===== config.mk =====
export PLATFORM = sky130hd
export DESIGN_NAME = anneal_sequencer_flat
export DESIGN_NICKNAME = d
export VERILOG_FILES = /design/src/rtl/anneal_sequencer_pkg.sv /design/src/rtl/anneal_sequencer_if.sv /design/src/rtl/anneal_sequencer_seq_timer.sv /design/src/rtl/anneal_sequencer.sv /design/src/flat_wrapper.sv
export SDC_FILE = /design/constraint.sdc
export NUM_CORES = 1
export LEC_CHECK = 0
export ABC_AREA = 1
export CORE_MARGIN = 2
export CORE_UTILIZATION = 53
export DETAILED_ROUTE_END_ITERATION = 7
export GPL_ROUTABILITY_DRIVEN = 0
export PLACE_DENSITY = 0.86
export SYNTH_ARGS = -nofsm -noshare
export SYNTH_HDL_FRONTEND = slang
export SYNTH_SLANG_ARGS = --single-unit

===== constraint.sdc =====
create_clock -name clk -period 6.8 [get_ports clk]
set_input_delay 1.36 -clock clk [delete_from_list [all_inputs] [get_ports clk]]
set_output_delay 1.36 -clock clk [all_outputs]
set_load 0.03 [all_outputs]

===== src/rtl/anneal_sequencer_pkg.sv =====
// anneal_sequencer_pkg: shared types, timing constants and helpers for the iteration sequencer
package anneal_sequencer_pkg;
  localparam int DIST_CYC = 8;
  localparam int MET_CYC  = 3;
  localparam int ORD_CYC  = 4;
  localparam int REP_CYC  = 4;
  localparam int ITER_W   = 32;
  localparam int TMR_W    = 8;
  typedef enum logic {DIST_IDLE, DIST_RUN} distance_command_t;
  typedef enum logic [1:0] {EX_NOP, EX_EVEN, EX_ODD} exchange_command_t;
  typedef enum logic [1:0] {OPT_FIRST, OPT_SWAP, OPT_REVERSE, OPT_LAST} opt_command_t;
  typedef enum logic [3:0] {
    ST_IDLE, ST_SEED, ST_RAND, ST_DIST, ST_METRO, ST_ORD, ST_REPL, ST_SHIFT, ST_BOUND, ST_DONE
  } seq_state_t;
  function automatic opt_command_t opt_next(input opt_command_t o);
    return (o == OPT_LAST) ? OPT_FIRST : opt_command_t'(o + 2'd1);
  endfunction
endpackage


===== src/rtl/anneal_sequencer_if.sv =====
// anneal_sequencer_if: host controls and node-chain broadcast controls of the sequencer
interface anneal_sequencer_if;
  import anneal_sequencer_pkg::*;
  logic                start;
  logic                abort;
  logic [63:0]         seed;
  logic [ITER_W-1:0]   run_times;
  logic [7:0]          ex_period;
  logic                busy;
  logic                done;
  logic [ITER_W-1:0]   iter_count;
  logic                random_init;
  logic [63:0]         random_seed;
  logic                random_run;
  opt_command_t        opt_command;
  distance_command_t   distance_com;
  logic                metropolis_run;
  logic                exchange_valid;
  logic                rbank;
  logic                shift_distance;
  logic                replica_run;
  logic                exchange_run;
  exchange_command_t   c_exchange;
  modport master (
    output start, abort, seed, run_times, ex_period,
    input  busy, done, iter_count, random_init, random_seed, random_run, opt_command, distance_com,
           metropolis_run, exchange_valid, rbank, shift_distance, replica_run, exchange_run, c_exchange
  );
  modport slave (
    input  start, abort, seed, run_times, ex_period,
    output busy, done, iter_count, random_init, random_seed, random_run, opt_command, distance_com,
           metropolis_run, exchange_valid, rbank, shift_distance, replica_run, exchange_run, c_exchange
  );
endinterface


===== src/rtl/anneal_sequencer_seq_timer.sv =====
// anneal_sequencer_seq_timer: loadable down-counter that parks at zero, shared by all wait states
module anneal_sequencer_seq_timer
  import anneal_sequencer_pkg::*;
(
  input  logic             clk,
  input  logic             reset,
  input  logic             load_i,
  input  logic [TMR_W-1:0] load_val_i,
  output logic             zero_o
);
  logic [TMR_W-1:0] count_q, count_d;
  assign zero_o = count_q == '0;
  always_comb count_d = load_i ? load_val_i : (zero_o ? count_q : count_q - TMR_W'(1));
  always_ff @(posedge clk) begin
    if (reset) count_q <= '0;
    else count_q <= count_d;
  end
endmodule


===== src/rtl/anneal_sequencer.sv =====
// anneal_sequencer: per-iteration broadcast control sequencer for the replica-exchange node array
module anneal_sequencer
  import anneal_sequencer_pkg::*;
(
  input  logic              clk,
  input  logic              reset,
  anneal_sequencer_if.slave bus_if
);
  seq_state_t        state_q;
  logic [ITER_W-1:0] iter_q, iter_d, run_q;
  logic [7:0]        ex_period_q, ex_cnt_q;
  logic [63:0]       seed_q;
  logic              parity_q, busy_q, done_q, init_q, run_pulse_q, metro_q, exv_q, rbank_q;
  logic              shift_q, repl_q, exrun_q;
  opt_command_t      opt_q;
  distance_command_t dist_q;
  exchange_command_t cex_q;
  logic              due, tmr_load, tmr_zero;
  logic [TMR_W-1:0]  tmr_val;
  // ex_cnt_q tracks iter_count mod ex_period, so the exchange test needs no divider
  always_comb begin
    iter_d   = &iter_q ? iter_q : iter_q + 1'b1;
    due      = ex_period_q != '0 && ex_cnt_q == ex_period_q - 8'd1;
    tmr_load = state_q == ST_RAND ||
               (tmr_zero && (state_q == ST_DIST || state_q == ST_METRO || (state_q == ST_ORD && due)));
    tmr_val  = state_q == ST_RAND  ? TMR_W'(DIST_CYC - 1) :
               state_q == ST_DIST  ? TMR_W'(MET_CYC) :
               state_q == ST_METRO ? TMR_W'(ORD_CYC - 1) : TMR_W'(REP_CYC);
  end
  anneal_sequencer_seq_timer u_timer (
    .clk(clk), .reset(reset), .load_i(tmr_load), .load_val_i(tmr_val), .zero_o(tmr_zero)
  );
  always_ff @(posedge clk) begin
    if (reset) begin
      state_q <= ST_IDLE; iter_q <= '0; run_q <= '0; ex_period_q <= '0; ex_cnt_q <= '0;
      seed_q <= '0; parity_q <= 1'b0; busy_q <= 1'b0; done_q <= 1'b0; init_q <= 1'b0;
      run_pulse_q <= 1'b0; metro_q <= 1'b0; exv_q <= 1'b0; rbank_q <= 1'b0; shift_q <= 1'b0;
      repl_q <= 1'b0; exrun_q <= 1'b0; opt_q <= OPT_FIRST; dist_q <= DIST_IDLE; cex_q <= EX_NOP;
    end else begin
      done_q <= 1'b0; init_q <= 1'b0; run_pulse_q <= 1'b0; metro_q <= 1'b0;
      shift_q <= 1'b0; repl_q <= 1'b0;
      case (state_q)
        ST_IDLE: if (bus_if.start) begin
          state_q <= ST_SEED; busy_q <= 1'b1; init_q <= 1'b1; seed_q <= bus_if.seed;
          run_q <= bus_if.run_times; ex_period_q <= bus_if.ex_period; iter_q <= '0; ex_cnt_q <= '0;
        end
        ST_SEED: if (run_q == '0) begin
          state_q <= ST_DONE; done_q <= 1'b1;
        end else begin
          state_q <= ST_RAND; run_pulse_q <= 1'b1;
        end
        ST_RAND: begin
          state_q <= ST_DIST; dist_q <= DIST_RUN;
        end
        ST_DIST: if (tmr_zero) begin
          state_q <= ST_METRO; dist_q <= DIST_IDLE; metro_q <= 1'b1;
        end
        ST_METRO: if (tmr_zero) begin
          state_q <= ST_ORD; exv_q <= 1'b1;
        end
        ST_ORD: if (tmr_zero) begin
          exv_q <= 1'b0; rbank_q <= ~rbank_q;
          state_q <= due ? ST_REPL : ST_BOUND;
          repl_q <= due; exrun_q <= due;
          cex_q <= !due ? EX_NOP : parity_q ? EX_ODD : EX_EVEN;
        end
        ST_REPL: if (tmr_zero) begin
          state_q <= ST_SHIFT; shift_q <= 1'b1; exrun_q <= 1'b0; cex_q <= EX_NOP; parity_q <= ~parity_q;
        end
        ST_SHIFT: state_q <= ST_BOUND;
        ST_BOUND: begin
          iter_q <= iter_d; opt_q <= opt_next(opt_q);
          ex_cnt_q <= (ex_cnt_q == ex_period_q - 8'd1) ? '0 : ex_cnt_q + 8'd1;
          // abort is honoured only here, so nodes never see a half-finished iteration
          if (iter_d == run_q || bus_if.abort) begin
            state_q <= ST_DONE; done_q <= 1'b1;
          end else begin
            state_q <= ST_RAND; run_pulse_q <= 1'b1;
          end
        end
        ST_DONE: begin
          state_q <= ST_IDLE; busy_q <= 1'b0;
        end
        default: state_q <= ST_IDLE;
      endcase
    end
  end
  assign bus_if.busy           = busy_q;
  assign bus_if.done           = done_q;
  assign bus_if.iter_count     = iter_q;
  assign bus_if.random_init    = init_q;
  assign bus_if.random_seed    = seed_q;
  assign bus_if.random_run     = run_pulse_q;
  assign bus_if.opt_command    = opt_q;
  assign bus_if.distance_com   = dist_q;
  assign bus_if.metropolis_run = metro_q;
  assign bus_if.exchange_valid = exv_q;
  assign bus_if.rbank          = rbank_q;
  assign bus_if.shift_distance = shift_q;
  assign bus_if.replica_run    = repl_q;
  assign bus_if.exchange_run   = exrun_q;
  assign bus_if.c_exchange     = cex_q;
endmodule

===== src/flat_wrapper.sv =====
// flat-port wrapper written by rule: the top's interface ports become plain ports
module anneal_sequencer_flat import anneal_sequencer_pkg::*;
  (clk, reset, bus_if_start, bus_if_abort, bus_if_seed, bus_if_run_times, bus_if_ex_period, bus_if_busy, bus_if_done, bus_if_iter_count, bus_if_random_init, bus_if_random_seed, bus_if_random_run, bus_if_opt_command, bus_if_distance_com, bus_if_metropolis_run, bus_if_exchange_valid, bus_if_rbank, bus_if_shift_distance, bus_if_replica_run, bus_if_exchange_run, bus_if_c_exchange);
  anneal_sequencer_if bus_if_i ();
  input  logic clk;
  input  logic reset;
  input wire logic [$bits(bus_if_i.start)-1:0] bus_if_start;
  input wire logic [$bits(bus_if_i.abort)-1:0] bus_if_abort;
  input wire logic [$bits(bus_if_i.seed)-1:0] bus_if_seed;
  input wire logic [$bits(bus_if_i.run_times)-1:0] bus_if_run_times;
  input wire logic [$bits(bus_if_i.ex_period)-1:0] bus_if_ex_period;
  output wire logic [$bits(bus_if_i.busy)-1:0] bus_if_busy;
  output wire logic [$bits(bus_if_i.done)-1:0] bus_if_done;
  output wire logic [$bits(bus_if_i.iter_count)-1:0] bus_if_iter_count;
  output wire logic [$bits(bus_if_i.random_init)-1:0] bus_if_random_init;
  output wire logic [$bits(bus_if_i.random_seed)-1:0] bus_if_random_seed;
  output wire logic [$bits(bus_if_i.random_run)-1:0] bus_if_random_run;
  output wire logic [$bits(bus_if_i.opt_command)-1:0] bus_if_opt_command;
  output wire logic [$bits(bus_if_i.distance_com)-1:0] bus_if_distance_com;
  output wire logic [$bits(bus_if_i.metropolis_run)-1:0] bus_if_metropolis_run;
  output wire logic [$bits(bus_if_i.exchange_valid)-1:0] bus_if_exchange_valid;
  output wire logic [$bits(bus_if_i.rbank)-1:0] bus_if_rbank;
  output wire logic [$bits(bus_if_i.shift_distance)-1:0] bus_if_shift_distance;
  output wire logic [$bits(bus_if_i.replica_run)-1:0] bus_if_replica_run;
  output wire logic [$bits(bus_if_i.exchange_run)-1:0] bus_if_exchange_run;
  output wire logic [$bits(bus_if_i.c_exchange)-1:0] bus_if_c_exchange;
  assign bus_if_i.start = bus_if_start;
  assign bus_if_i.abort = bus_if_abort;
  assign bus_if_i.seed = bus_if_seed;
  assign bus_if_i.run_times = bus_if_run_times;
  assign bus_if_i.ex_period = bus_if_ex_period;
  assign bus_if_busy = bus_if_i.busy;
  assign bus_if_done = bus_if_i.done;
  assign bus_if_iter_count = bus_if_i.iter_count;
  assign bus_if_random_init = bus_if_i.random_init;
  assign bus_if_random_seed = bus_if_i.random_seed;
  assign bus_if_random_run = bus_if_i.random_run;
  assign bus_if_opt_command = bus_if_i.opt_command;
  assign bus_if_distance_com = bus_if_i.distance_com;
  assign bus_if_metropolis_run = bus_if_i.metropolis_run;
  assign bus_if_exchange_valid = bus_if_i.exchange_valid;
  assign bus_if_rbank = bus_if_i.rbank;
  assign bus_if_shift_distance = bus_if_i.shift_distance;
  assign bus_if_replica_run = bus_if_i.replica_run;
  assign bus_if_exchange_run = bus_if_i.exchange_run;
  assign bus_if_c_exchange = bus_if_i.c_exchange;
  anneal_sequencer u_core (.clk(clk), .reset(reset), .bus_if(bus_if_i));
endmodule

==> results.md, run 1 <==
- Rows: between 40 and 50
- Post-synth ARST share: 0
- Top cell type's share of synthesized area: 0.413
- P_int: between 2 and 2.5 mW
- Setup Skew: about 0.0081 ns
- WL per Instance: 14.4 µm
- First-pass DRT Iterations: 5
- Most common cell in the netlist: nand2_1
- # port buffers: approximately 220
- Critical register-to-register path endpoint: u_core.state_q[0]
- Run status: completed
- EDFF count, synth: 0
- Antenna violations before repair: 0
- Post-CTS Hold Fix Bufs: 0
- Num CTS Buffers: 17
- Top cells by count, synth: 325 x nand2_1, 238 x nor2_1, 172 x dfxtp_1
- Worst-path clk slew: 0.06 ns
- Hold worst-path end: u_core.bus_if.c_exchange[0]
- Pwr dens: 305 mW/mm²
- Die Area: 0.0168 mm²
- H-tree Lvls: 4
- Startpoint type of the worst setup path: flop
- Fmax: about 0.26 GHz
- Synth-to-layout area growth: 34.6%
- Synthesized area: around 0.0083 mm²
- Cells after DPL: 1657
- Final wirelength: between 20 and 25 mm
- Yosys warning total: 0
- Clock Path Buffers: 2
- Pins Over Slew Limit: 0
- Hold path start: u_core.parity_q
- Clock root cell: clkbuf_16
- Peak supply drop: between 0.2 and 0.25 mV
- Die X: roughly 130 µm
- Post-DP HPWL: roughly 17 mm
- Register Area: around 0.0034 mm²
- Critical Path End Type: flop
- Tightest Hold Check Type: flop to flop
- Detailed-route via count: 8937
- Residual DRC: 0
- Rel. slew slack: 0.237
- Nets@finish: between 1500 and 2000
- Syn avg cell area: about 6.5 µm²
- Pin count of the biggest net entering global routing: 124
- Clk_lat worst skew: 0.42 ns
- Area of the multi-input gates: approximately 0.0043 mm²
- Arrival time at the worst endpoint: approximately 4.2 ns
- RSZ-0062 raised after global routing: false
- Initial Util: 0.545
- Routed vias/inst: 5.30
- Gate power share: 0.328
- Post-CTS setup buffers: 0
- Sequential share of power: 0.377
- Seq/Total Area, Yosys: 0.413
- Gr ovfl total: 0
- Share of layout cells above drive strength 1: 0.0373
- Setup-failing EPs final: 0
- DR iter-0 viols: 719
- Fin Hold WS: between 0.4 and 0.5 ns
- Fillers: around 1300
- Worst-path fanout max: 57
- R2R setup slack: ~3 ns
- GRT Total Usage: 0.295
- Final non-filler cell total: around 1700
- Hold depth: 1
- Worst R2R Path Depth: 19
- Synth unique cells: 35
- Tcrit/Tclk final: 0.568
- Clock Sinks: roughly 170
- Max_cap viols: 0
- Crit path kind: flop to flop
- Yosys reg bits: approximately 170
- First-pass GRT wire length: 39.7 mm
- Diodes inserted: 0
- Pleak: 4.56 nW
- IO Count: approximately 220
- Vias in the first global route: ~8500
- R2R Path Start: u_core.bus_if.iter_count[0]
- Clock tree from TritonCTS: built
- Syn_nets: 1390
- Core area: 0.0153 mm²
- Antenna viol nets, final: 0
- Yosys top cell by area: dfxtp_1
- Setup_tns: 0 ns
- Sw power: approximately 1.2 mW
- Area contributors post-synth: dfxtp_1 41%, nand2_1 15%, nor2_1 11%
- Post-layout minimum cycle time: between 3 and 4 ns
- Post-Syn Instances: roughly 1300
- Fin. Hold Viols: 0
- CTS resizes: 0
- Slew @ Worst Pin: ~1.1 ns
- Worst path required time: around 7 ns
- Switching portion of total power: 0.349
- Prevailing post-synth register cell: dfxtp_1
- Chip height: 129 µm
- Clock power frac: 0.295
flip-flops by register name (all words and copies together), names as in the netlist:
register	flops
u_core.bus_if.random_seed	64
u_core.bus_if.iter_count	32
u_core.run_q	32
u_core.ex_cnt_q	8
u_core.ex_period_q	8
u_core.u_timer.count_q	8
u_core.state_q	4
u_core.bus_if.c_exchange	2
u_core.bus_if.opt_command	2
u_core.bus_if.busy	1
u_core.bus_if.distance_com	1
u_core.bus_if.done	1
u_core.bus_if.exchange_run	1
u_core.bus_if.exchange_valid	1
u_core.bus_if.metropolis_run	1
u_core.bus_if.random_init	1
u_core.bus_if.random_run	1
u_core.bus_if.rbank	1
u_core.bus_if.replica_run	1
u_core.bus_if.shift_distance	1
u_core.parity_q	1
worst max-delay path by stage:
stage               slack, ns                         from                    end  depth (start not counted)
CTS                      3.01  u_core.bus_if.iter_count[0]      u_core.state_q[0]                         19
global placement         2.94                 bus_if_start       u_core.run_q[22]                          8
detailed placement       2.88                 bus_if_start  u_core.ex_period_q[7]                          8
floorplan                4.18  u_core.bus_if.iter_count[0]      u_core.state_q[0]                         19
finish                   2.94  u_core.bus_if.iter_count[0]      u_core.state_q[0]                         19
global route             2.70  u_core.bus_if.iter_count[0]      u_core.state_q[0]                         19
power groups by stage:
| stage | registers (mW) | logic (mW) | clock network (mW) |
|---|---|---|---|
| floorplan | 1.47 | 0.551 | 0 |
| global placement | 1.30 | 1.09 | 0 |
| detailed placement | 1.30 | 1.11 | 0 |
| CTS | 1.29 | 1.12 | 1.02 |
| global route | 1.31 | 1.24 | 1.07 |
| finish | 1.29 | 1.12 | 1.01 |
cells by family (layout without fill, tap and decap cells):
group                    Yosys count  count (layout)  share of synthesized area
AND/OR/NAND/NOR                  689             689                      0.336
AO/OA/AOI/OAI                    222             222                      0.137
flip-flops                       172             172                      0.413
buffers and inverters            159             359                     0.0754
XOR/XNOR                          28              28                     0.0294
adder cells (fa/ha/maj)            6               6                    0.00900
cell type report:
class | instances | share of cell area
Tap cell | 211 | 0.0235
Timing Repair Buffer | 224 | 0.198
Clock buffer | 21 | 0.0428
Sequential cell | 172 | 0.307
Inverter | 105 | 0.0353
Multi-Input combinational cell | 945 | 0.382
Clock inverter | 9 | 0.0123
critical path, cell delays in order (launching register included):
cell and delay, ns:
dfxtp_1 0.47, ha_1 0.36, inv_2 0.10, nor2_4 0.22
nand2_4 0.11, nor2_4 0.23, nand2_2 0.64, nand2_1 0.35
nand3_1 0.10, nand2_1 0.08, nand2_1 0.08, nor2_1 0.10
nand2_1 0.07, nor2_1 0.25, nand3_1 0.15, nand2_1 0.11
nand2_1 0.07, nand3_1 0.11, nand2_1 0.08, a21oi_2 0.12
per-stage QoR:
| stage | instance area, µm² | setup WS, ns | util | power (mW) |
|---|---|---|---|---|
| after floorplan | 8340 | 4.18 | - | 2.02 |
| after global placement | 10600 | 2.94 | 0.693 | 2.39 |
| after detailed placement | 10600 | 2.88 | 0.693 | 2.42 |
| after CTS | 11200 | 3.01 | 0.733 | 3.44 |
| after global routing | 11200 | 2.70 | 0.733 | 3.62 |
| final | 11200 | 2.94 | 0.733 | 3.42 |
metal layers:
metal | vias up | routed length, µm | share of wire | track usage
met5 | - | 0 | 0 | 0
met4 | 0 | 996 | 0.041 | 0.152
met3 | 66 | 2200 | 0.090 | 0.0813
met2 | 389 | 11500 | 0.47 | 0.495
met1 | 4027 | 9640 | 0.40 | 0.347
li1 | 4455 | - | - | -
cell usage in the layout (no fill, tap or decap), types with 12 or more instances in the layout:
cell type and count:
nand2_1 325, nor2_1 236, clkdlybuf4s50_1 217, dfxtp_1 172
o21ai_0 118, inv_1 102, a21oi_1 91, nand3_1 87
clkbuf_16 17, xor2_1 16, xnor2_1 12
Power figures use the tool's default switching activity.
==> run 2, diff against run 1 <==
--- a/config.mk
+++ b/config.mk
@@ -7,10 +7,10 @@
 export LEC_CHECK = 0
 export ABC_AREA = 1
 export CORE_MARGIN = 2
-export CORE_UTILIZATION = 53
+export CORE_UTILIZATION = 49
 export DETAILED_ROUTE_END_ITERATION = 7
 export GPL_ROUTABILITY_DRIVEN = 0
-export PLACE_DENSITY = 0.86
+export PLACE_DENSITY = 0.8
 export SYNTH_ARGS = -nofsm -noshare
 export SYNTH_HDL_FRONTEND = slang
 export SYNTH_SLANG_ARGS = --single-unit
==> constraint.sdc (replaced) <==
create_clock -name clk -period 3.9 [get_ports clk]
set_input_delay 0.78 -clock clk [delete_from_list [all_inputs] [get_ports clk]]
set_output_delay 0.78 -clock clk [all_outputs]
set_load 0.03 [all_outputs]
==> run 2 against run 1 <==
Sequential share of layout area fell by 0.089 points. Hold slack improved by 0.028 ns. Clock power rose by 71%. Cell area rose by 0.29%. Die area rose by 7.9%. Cell count rose by 0.77%. Via count fell by 0.58%. Critical endpoint unchanged. Combinational power rose by 76%.
==> results.md, run 2 (same netlist as run 1, synthesis figures left out) <==
- Run status: completed
- Area of the multi-input gates: 0.00429 mm² (unchanged)
- Core area: 0.0166 mm² (+8.7%)
- Share of layout cells above drive strength 1: 0.0392 (+0.00193)
- Rel. slew slack: 0.443 (+0.206)
- Pin count of the biggest net entering global routing: 68 (-45%)
- Worst path top cell family by delay: simple AND/OR/NAND/NOR gates
- Setup Skew: 0.00868 ns (+0.000617 ns)
- Clk_lat worst skew: 0.43 ns (about the same)
- Clock tree from TritonCTS: built
- Fmax: 0.305 GHz (+18%)
- Hold path start: u_core.bus_if.exchange_run
- Vias in the first global route: 8447 (-0.80%)
- R2R Path Start: u_core.bus_if.iter_count[0]
- Setup_tns: 0 ns (unchanged)
- First-pass GRT wire length: 40.2 mm (+1.4%)
- Routed vias/inst: 5.23 (-1.3%)
- Antenna viol nets, final: 0 (unchanged)
- Post-DP HPWL: 17.8 mm (+2.7%)
- Antenna violations before repair: 1 (+1)
- GRT Total Usage: 0.274 (-0.0214)
- RSZ-0062 raised after global routing: false
- Nets@finish: 1581 (+0.13%)
- Tightest Hold Check Type: flop to flop
- Synth-to-layout area growth: 35.0%
- Fin. Hold Viols: 0 (unchanged)
- Pwr dens: 528 mW/mm² (+73%)
- Diodes inserted: 0 (unchanged)
- Critical Path End Type: flop
- Crit path kind: flop to flop
- Final core occ: 0.677 (-0.0565)
- Initial Util: 0.501 (-0.0435)
- Setup-failing EPs final: 0 (unchanged)
- CTS resizes: 0 (unchanged)
- Most common cell after layout, fill and taps aside: nand2_1
- Pleak: 4.57 nW (+0.21%)
- Startpoint type of the worst setup path: flop
- DR iter-0 viols: 701 (-2.5%)
- Critical path's slowest cell: dfxtp_1
- Die X: 134 µm (+3.9%)
- R2R setup slack: 0.62 ns (-2.32 ns)
- Hold depth: 2 (+1)
- Most common cell on crit path: nand2_1
- Worst path required time: 4.26 ns (-2.90 ns)
- First-pass DRT Iterations: 5 (unchanged)
- Worst R2R Path Depth: 18 (-1)
- Worst-path clk slew: 0.07 ns (about the same)
- Post-CTS setup buffers: 0 (unchanged)
- IO Count: 219 (unchanged)
- Clock Sinks: 172 (unchanged)
- Pins Over Slew Limit: 0 (unchanged)
- Most frequent cells in the layout: 325 x nand2_1, 236 x nor2_1, 217 x clkdlybuf4s50_1
- Detailed-route via count: 8885 (-0.58%)
- Worst-path fanout max: 35 (-39%)
- # port buffers: 218 (unchanged)
- Total Power: 5.95 mW (+74%)
- Tcrit/Tclk final: 0.842 (+0.274)
- Rows: 47 (+4.4%)
- Fillers: 1468 (+15%)
- Register Area: 0.00344 mm² (unchanged)
- Slew @ Worst Pin: 0.835 ns (-0.310 ns)
- Peak supply drop: 0.378 mV (+66%)
- Clock Path Buffers: 2 (unchanged)
- Residual DRC: 0 (unchanged)
- Num CTS Buffers: 17 (unchanged)
- Arrival time at the worst endpoint: 3.64 ns (-0.58 ns)
- Post-layout minimum cycle time: 3.28 ns (-0.579 ns)
- Post-CTS Hold Fix Bufs: 0 (unchanged)
- Hold worst-path end: u_core.bus_if.exchange_run
- Final wirelength: 24.7 mm (+1.6%)
- H-tree Lvls: 4 (unchanged)
- CP bufs+invs: 2 (+1)
- WL per Instance: 14.5 µm (+0.81%)
- Gr ovfl total: 0 (unchanged)
- Largest stage delay, worst path: 0.46 ns (-0.18 ns)
- Cell Chain, Critical Path: ha_1, inv_2, nor2_4, nand2_4, nor2_4, nand2_2, buf_4, nand3_1, nand2_1, nor2_1, nand2_1, nor2_1, nand3_1, nand2_1, nand2_1, nand3_1, nand2_1, a21oi_2
- Max reg flops: 64 (unchanged)
- Max_cap viols: 0 (unchanged)
- Chip height: 134 µm (+3.9%)
- Critical register-to-register path endpoint: u_core.state_q[0]
- Clock root cell: clkbuf_16
- Die Area: 0.0181 mm² (+7.9%)
run 2: cell types whose count changed in the layout (fill, tap and decap cells not counted), sizes merged:
cell / previous run / this run
inv: 105 / 110
clkbuf: 21 / 19
bufinv: 3 / 2
buf: 7 / 9
run 2: worst max-delay path by stage:
stage / startpoint / to / slack [ns] / depth (start not counted)
floorplan: u_core.bus_if.iter_count[0] / u_core.state_q[0] / 1.28 / 19
global route: u_core.bus_if.iter_count[0] / u_core.state_q[0] / 0.32 / 19
finish: u_core.bus_if.iter_count[0] / u_core.state_q[0] / 0.62 / 18
global placement: u_core.bus_if.iter_count[0] / u_core.state_q[0] / 0.87 / 19
detailed placement: u_core.bus_if.iter_count[0] / u_core.state_q[0] / 0.71 / 19
CTS: u_core.bus_if.iter_count[0] / u_core.state_q[0] / 0.66 / 18
run 2: layer usage:
metal	vias to the layer above	global-route usage	share of wire	routed length [µm]
li1	4460	-	-	-
met1	4006	0.331	0.42	10300
met2	366	0.456	0.46	11500
met3	51	0.0923	0.094	2320
met4	2	0.0988	0.023	575
met5	-	0	0.00053	13
run 2: worst min-delay path, delay by kind of cell, from the launching register on:
family | cells | cell delay (ns)
flip-flops | 1 | 0.31
AND/OR/NAND/NOR | 2 | 0.12
run 2: power breakdown:
group          total [mW]  internal (mW)  switching (mW)
Sequential           2.25           2.06           0.187
Clock                1.73          0.979           0.751
Combinational        1.97          0.756            1.22
Total                5.95           3.79            2.15
run 2: area by class of cell:
| cell class | instances | area share |
|---|---|---|
| well taps | 220 | 0.0244 |
| inverters | 105 | 0.0352 |
| multi-input cells | 945 | 0.381 |
| repair buffers | 226 | 0.201 |
| clock inverters | 13 | 0.0139 |
| clock buffers | 19 | 0.0393 |
| flip-flops and latches | 172 | 0.306 |
run 2: stage by stage:
step / instance area (µm²) / setup WS, ns / instances / hold WS [ns]
after floorplan: 8340 / 1.28 / 1276 / 0.422
after global placement: 10700 / 0.870 / 1668 / 0.437
after detailed placement: 10700 / 0.713 / 1668 / 0.443
after global routing: 11300 / 0.315 / 1700 / 0.516
after CTS: 11300 / 0.662 / 1700 / 0.481
final: 11300 / 0.617 / 1700 / 0.473
